File: src/rtl/iob_timer_mc.sv
// iob_timer_mc: prescaled free-running time base with atomic snapshot and N_CH periodic/one-shot interval channels
module iob_timer_mc #(
  parameter int N_CH = 4,
  parameter int CNT_W = 64,
  parameter int PER_W = 32,
  parameter int PRESC_W = 16,
  parameter int DATA_W = 32,
  parameter int ADDR_W = 5
) (
  input  logic                clk,
  input  logic                rst,
  input  logic                valid,
  input  logic [ADDR_W-1:0]   address,
  input  logic [DATA_W-1:0]   wdata,
  input  logic [DATA_W/8-1:0] wstrb,
  output logic [DATA_W-1:0]   rdata,
  output logic                ready,
  output logic [N_CH-1:0]     irq_vec,
  output logic                interrupt
);
  localparam int NW = CNT_W / 32;
  logic req, wr, wr_ctrl, wr_stat, tick, en, srst_q;
  logic [PRESC_W-1:0] presc, presc_act, pcnt;
  logic [CNT_W-1:0] tbase, snap;
  logic [N_CH-1:0] status, irq_en, ch_en, ch_mode, fire;
  logic [PER_W-1:0] period [N_CH];
  logic [PER_W-1:0] ccnt [N_CH];
  logic [DATA_W-1:0] rd;
  assign req = valid & ~ready;
  assign wr = req & |wstrb;
  assign wr_ctrl = wr && address == ADDR_W'(0);
  assign wr_stat = wr && address == ADDR_W'(2);
  // presc_act holds the limit for the current period; a live PRESC below the count forces an early wrap
  assign tick = en && (pcnt >= presc_act || pcnt > presc);
  always_comb begin
    fire = '0;
    for (int i = 0; i < N_CH; i++)
      fire[i] = tick && ch_en[i] && period[i] != '0 && ccnt[i] == PER_W'(1);
  end
  always_comb begin
    rd = '0;
    if (address == ADDR_W'(0)) rd = DATA_W'(en);
    if (address == ADDR_W'(1)) rd = DATA_W'(presc);
    if (address == ADDR_W'(2)) rd = DATA_W'(status);
    if (address == ADDR_W'(3)) rd = DATA_W'(irq_en);
    for (int w = 0; w < NW; w++)
      if (address == ADDR_W'(4 + w)) rd = snap[32*w +: 32];
    for (int i = 0; i < N_CH; i++) begin
      if (address == ADDR_W'(8 + 2*i)) rd = DATA_W'({ch_mode[i], ch_en[i]});
      if (address == ADDR_W'(9 + 2*i)) rd = DATA_W'(period[i]);
    end
  end
  always_ff @(posedge clk or negedge rst) begin
    if (!rst) begin
      rdata <= '0;
      ready <= 1'b0;
      irq_vec <= '0;
      interrupt <= 1'b0;
      en <= 1'b0;
      srst_q <= 1'b0;
      presc <= '0;
      presc_act <= '0;
      pcnt <= '0;
      tbase <= '0;
      snap <= '0;
      status <= '0;
      irq_en <= '0;
      ch_en <= '0;
      ch_mode <= '0;
      for (int i = 0; i < N_CH; i++) begin
        period[i] <= '0;
        ccnt[i] <= '0;
      end
    end else begin
      ready <= req;
      if (req && !wr) rdata <= rd;
      irq_vec <= status & irq_en;
      interrupt <= |(status & irq_en);
      srst_q <= wr_ctrl & wdata[1];
      if (wr_ctrl) en <= wdata[0];
      if (wr && address == ADDR_W'(1)) presc <= wdata[PRESC_W-1:0];
      if (wr && address == ADDR_W'(3)) irq_en <= wdata[N_CH-1:0];
      status <= srst_q ? '0 : (status & ~(wr_stat ? wdata[N_CH-1:0] : '0)) | fire;
      if (srst_q) begin
        pcnt <= '0;
        presc_act <= presc;
        tbase <= '0;
        snap <= '0;
      end else begin
        if (tick) begin
          pcnt <= '0;
          presc_act <= presc;
          tbase <= tbase + CNT_W'(1);
        end else if (en) pcnt <= pcnt + PRESC_W'(1);
        if (wr_ctrl && wdata[2] && !wdata[1]) snap <= tbase;
      end
      for (int i = 0; i < N_CH; i++) begin
        if (wr && address == ADDR_W'(9 + 2*i)) period[i] <= wdata[PER_W-1:0];
        if (srst_q) begin
          ch_en[i] <= 1'b0;
          ccnt[i] <= '0;
        end else begin
          if (fire[i]) begin
            ccnt[i] <= period[i];
            if (ch_mode[i]) ch_en[i] <= 1'b0;
          end else if (tick && ch_en[i] && period[i] != '0)
            ccnt[i] <= ccnt[i] == '0 ? period[i] : ccnt[i] - PER_W'(1);
          // only a 0->1 enable reloads; rewriting CH_EN=1 keeps the running count
          if (wr && address == ADDR_W'(8 + 2*i)) begin
            ch_en[i] <= wdata[0];
            ch_mode[i] <= wdata[1];
            if (wdata[0] && !ch_en[i]) ccnt[i] <= period[i];
          end
        end
      end
    end
  end
endmodule
File: config.mk
export PLATFORM = sky130hd
export DESIGN_NAME = iob_timer_mc
export DESIGN_NICKNAME = d
export VERILOG_FILES = /design/src/rtl/iob_timer_mc.sv
export SDC_FILE = /design/constraint.sdc
export NUM_CORES = 1
export LEC_CHECK = 0
export ABC_AREA = 1
export BUFFER_PORTS_ARGS = -buffer_cell sky130_fd_sc_hd__buf_2
export CORE_ASPECT_RATIO = 0.6
export CORE_MARGIN = 4
export CORE_UTILIZATION = 42
export CTS_CLUSTER_SIZE = 14
export DETAILED_ROUTE_END_ITERATION = 16
export HOLD_SLACK_MARGIN = 0.05
export PLACE_DENSITY_LB_ADDON = 0.05
export SYNTH_ARGS = -nofsm -noshare
export SYNTH_HDL_FRONTEND = slang
export SYNTH_SLANG_ARGS = --single-unit
File: constraint.sdc
create_clock -name clk -period 2.5 [get_ports clk]
set_clock_uncertainty 0.1 [all_clocks]
set_input_delay 0.25 -clock clk [delete_from_list [all_inputs] [get_ports clk]]
set_output_delay 0.25 -clock clk [all_outputs]
set_load 0.05 [all_outputs]
---- Word level (Yosys, flattened, before mapping) ----
Cells that the tools add are included.
word-level totals
  output and inout port bits .............. 38
  input port bits ......................... 44
  word-level logic and storage cells ...... 197
  register bits ........................... 488
operators by class
  reductions and logical operators ........ 69
  equality and inequality tests ........... 17
  add/sub/neg operators ................... 6
  bitwise logic cells ..................... 9
  order comparisons ....................... 2
  muxes and demuxes ....................... 65
operator list
  cell                   count
  $mux 32                37
  $mux 64                4
  $eq 32x1->1 const B    4
  $logic_not 32->1       4
  $reduce_bool 32->1     4
  $sub 32x1->32 const B  4
  $mux 16                5
  $add 64x1->64 const B  1
  $eq 5x4->1 const B     8
  $logic_and 1x1->1      32
  $reduce_bool 3->1      9
  $mux 1                 17
  $add 16x1->16 const B  1
  $ge 16x16->1           1
  $gt 16x16->1           1
  $reduce_and 2->1       8
  $eq 5x2->1 const B     2
  $eq 5x3->1 const B     2
  $and 4x4->4            2
  $mux 4                 2
  $reduce_or 4->1        2
  $logic_not 1->1        6
  $eq 5x1->1 const B     1
  $logic_not 5->1        1
  other kinds (6)        10

---- Longest topological paths before layout ----
  word-level depth ........................ 15
  gate-level depth with buffers ........... 22

---- Least setup slack after synthesis ----
OpenSTA, ideal clock, no wires.
  kind .................................... reg-to-reg
  start ................................... register pcnt[7]
  end ..................................... register tbase[59]
  stages on the path, launching flop included .. 15
  data arrival time ....................... 2.068 ns
  setup slack ............................. 0.201 ns
  clock period less this slack ............ 2.299 ns
  cells stage by stage .................... dfrtp_1 -> ha_1 -> a21o_1 -> nor2_1 -> nand2_1 -> nand2_1 -> nand2_1 -> nor2_4 -> a21oi_2 -> nor2_1 -> inv_1 -> buf_4 -> buf_2 -> nand3_1 -> o21ai_0
on the way
  cells in the longest elaborated chain, start to end .. 4
  elaborated cells on any way between the ends .. 5
ends and longest elaborated chain
  element                                              line  RTL
  from (decl)                                          23    logic [PRESC_W-1:0] presc, presc_act, pcnt;
  from (signal assigned)                               94    end else if (en) pcnt <= pcnt + PRESC_W'(1);
  $ge 16x16->1 / $gt 16x16->1 (equally long branches)  34    assign tick = en && (pcnt >= presc_act || pcnt > presc);
  $logic_or 1x1->1 *                                   34
  $logic_and 1x1->1 *                                  34
  $reduce_bool 2->1 (no line) *                        --
  to (signal assigned)                                 93    tbase <= tbase + CNT_W'(1);
  to (decl)                                            24    logic [CNT_W-1:0] tbase, snap;
Mark *: on every way between the ends. The rest lies on a longest branch, timed or not.
A chain may end at the register's enable or synchronous reset.

---- Worst setup path in the final report ----
  start ................................... register pcnt[3]
  end ..................................... register tbase[49]
The elaborated chain is that of the path after synthesis.

==> run_results.csv <==
group,metric,value,unit
status,outcome,"finished, violations left",
status,violations,"setup timing",
synth,ys_warn_count,0,
synth,synth_common_cells,"1177 x nand2_1, 598 x nor2_1, 488 x dfrtp_1, 453 x o21ai_0, 409 x inv_1",
pwr,swShare,43.51,%
setup_path,slowest_stage,"dfrtp_1",
pwr,comb_power_share,49.2,%
floorplan,die-height,215.5,microns
placed_design,gp_congestion,1.009,
route,antenna_left,0,
pwr,p_int,21.64,mW
route,wirelength,137700,microns
finish,final_cells,5802,
sta,max_freq,361.0,MHz
synth,yosysUniqueCellTypes,53,
sta,setup_viol,222,
clock_tree,cts_tree,"done",
finish,area_delta_synth_final,31.31,%
setup_path,cp.arrival,3.19,ns
clock_tree,clock-sinks,488,
global_routing,grt_max_degree,101,
job,drv_cap,0,
synth,synthTopCellsByArea,"dfrtp_1 41%, nand2_1 15%, o21ai_0 7.5%",
synth,synth_seq_cells,488,
global_routing,track_usage,33.83,%
floorplan,dieArea,76260,sq um
sta,worst_pin_slew,0.9004,ns
synth,syn_area_per_cell,6.965,sq um
floorplan,die_w,353.9,microns
setup_path,start_kind,"flop",
synth,syn_nets,4418,
route,drt_iter0_markers,4608,
worst_hold_path,hold_start,"wdata[15]",
finish,regArea,12220,sq um
global_routing,antenna_found_initial,9,
setup_path,crit_buf_inv,5,
route,vias,32710,
pwr,peakVddDrop,559.1,uV
placed_design,numPlacedInstances,5614,
setup_path,r2r_start,"pcnt[3]",
finish,drive_gt1_share,22.28,%
synth,synth_top_area_share,40.51,%
setup_path,crit_family,"buffers and inverters",
finish,nets,4892,
pwr,p_sw,16.67,mW
synth,seq_area_frac_synth,40.51,%
clock_tree,cts.htree.levels,2,
pwr,p_leak,19.05,nW
route,drt-wirelength-per-cell,23.74,microns
setup_path,rrSetupSlack,-0.27,ns
pwr,pwr_density_cell,968.0,nW/um^2
setup_path,cp_max_fo,8,
sta,maxSlewViolCount,0,
setup_path,cp.required,2.92,ns
clock_tree,clockBufferDepth,3,
synth,synth_async_sr_flop_share,100.0,%
route,viasPerCell,5.638,
setup_path,ff2ff_path_depth,17,
global_routing,grt_pass1_vias,28370,
clock_tree,clk_pin_slew,0.07,ns
worst_hold_path,hold_path_depth,3,
sta,max_slew_margin,39.78,%
finish,fin_area,39580,sq um
floorplan,rows,75,
placed_design,place_ws,-0.2119,ns
synth,synth_edf_count,0,
placed_design,dpl_cell_area,34680,sq um
pwr,clock_power_share,21.0,%
finish,multi_input_area,17090,sq um
route,drcViolationCount,0,
setup_path,crit_type,"flop to flop",
sta,fin_tns_setup,-38.55,ns
placed_design,port_buffers,81,
global_routing,grt.overflow.total,0,
setup_path,path_cells,"buf_6 > ha_4 > a21oi_4 > nand2_1 > nand2_1 > nand2_1 > nand2_1 > nand2_2 > nor2_4 > buf_6 > a21oi_4 > buf_6 > nor2_4 > clkinv_4 > clkbuf_16 > nand3_2 > o21ai_1",
synth,yosysMostFrequentCell,"nand2_1",
synth,synthCells,4328,
placed_design,hpwl,99000,microns
setup_path,end_kind,"flop",
pwr,seqPwrFrac,29.8,%
setup_path,crit_cells,17,
worst_hold_path,hold_end,"presc[15]",
floorplan,initial_utilization,42.77,%
sta,fin_crit_sh,110.8,%
worst_hold_path,hold_path.class,"primary input to flop",
setup_path,critical_path.most_common_cell,"nand2_1",
clock_tree,clockRootBuffer,"clkbuf_16",
finish,fill_cells,6813,
synth,syn_area,30140,sq um
sta,hold_ws,0.06125,ns
sta,post-route-min-period,2.770,ns
clock_tree,cts_buffers,50,
finish,final_util,56.17,%
setup_path,slowest_delay,0.43,ns
sta,rsz0062_at_grt,"yes",
sta,final_hold_viol_count,0,
clock_tree,clk_latency,0.64,ns
sta,setup_ws,-0.2704,ns
global_routing,grt_pass1_wl,194300,microns
route,dr.pass1.iters,6,
synth,ys.flop_type,"dfrtp_1",
floorplan,core_area,70470,sq um
floorplan,ios,82,
pwr,power,38.31,mW
synth,synth_area_leader_cell,"dfrtp_1",
setup_path,timing.rr.end,"tbase[49]",
==> area by class of cell <==
| cell class | count | area share, % |
|---|---|---|
| clock inverters | 23 | 0.6069 |
| multi-input cells | 3224 | 43.18 |
| inverters | 433 | 4.258 |
| flip-flops and latches | 488 | 30.86 |
| diodes | 1 | 0.006322 |
| repair inverters | 1 | 0.02213 |
| repair buffers | 604 | 14.40 |
| clock buffers | 66 | 3.619 |
| well taps | 962 | 3.041 |
==> tightest hold or removal path, delay by kind of cell <==
| family | cells | cell delay (ns) |
|---|---|---|
| compound gates | 1 | 0.22 |
| buf+inv | 2 | 0.28 |
==> how the worst max path moves through the flow <==
stage / end / slack (ns) / startpoint
after floorplan: tbase[59] / 0.20 / pcnt[7]
after global placement: pcnt[11] / -0.21 / pcnt[7]
after detailed placement: ccnt[26] / -0.21 / pcnt[7]
after CTS: tbase[58] / -0.13 / pcnt[9]
after global routing: ccnt[35] / -0.36 / pcnt[11]
final: tbase[49] / -0.27 / pcnt[3]
==> cell usage in the layout, fill, tap and decap left out, types with 80 or more instances in the layout <==
cell type,netlist,routed
nand2_2,5,80
xor2_1,90,90
buf_4,8,384
dfrtp_1,488,485
a21oi_1,124,93
nor2_1,598,532
nand2_1,1177,1059
nand3_1,262,225
o21ai_0,453,391
nand4_1,102,102
buf_2,58,81
inv_1,409,404
==> power by group through the flow <==
stage	Combinational (mW)	Clock (mW)	Sequential, mW
final	18.8	8.04	11.4
after floorplan	8.98	0	11.6
after global placement	16.0	0	11.4
after detailed placement	16.0	0	11.4
after global routing	20.5	8.40	11.6
after CTS	16.9	8.09	11.3
==> cells by family after synthesis <==
| group | count (synthesis) | synth area share (%) |
|---|---|---|
| xor+xnor | 109 | 3.167 |
| compound gates | 783 | 14.18 |
| fa+ha+maj | 46 | 1.909 |
| simple gates | 2286 | 32.02 |
| flops | 488 | 40.51 |
| buf+inv | 616 | 8.202 |
==> sequential cells by signal, indices dropped and copies added (netlist names), 4 cells and up <==
| name | flops |
|---|---|
| ccnt | 128 |
| ch_en | 4 |
| ch_mode | 4 |
| irq_en | 4 |
| irq_vec | 4 |
| pcnt | 16 |
| period | 128 |
| presc | 16 |
| presc_act | 16 |
| rdata | 32 |
| snap | 64 |
| status | 4 |
| tbase | 64 |
==> timing repair <==
item / 4_1_cts / 5_1_grt
setup buffers: 25 / 27
hold buffers: 23 / 0
cloned: 8 / 28
hold endpoints to repair: 559 / 0
setup endpoints to repair: 223 / 230
gates resized for setup: 132 / 435
pin swaps: 13 / 118
==> per-layer routing <==
layer | routed length, microns | track usage (%) | vias to the layer above
met5 | 72 | 0 | -
met4 | 1826 | 4.912 | 4
met3 | 21520 | 11.81 | 125
met2 | 48950 | 40.58 | 1832
met1 | 65350 | 56.61 | 15610
li1 | - | - | 15140
(Power assumes the default switching activity.)
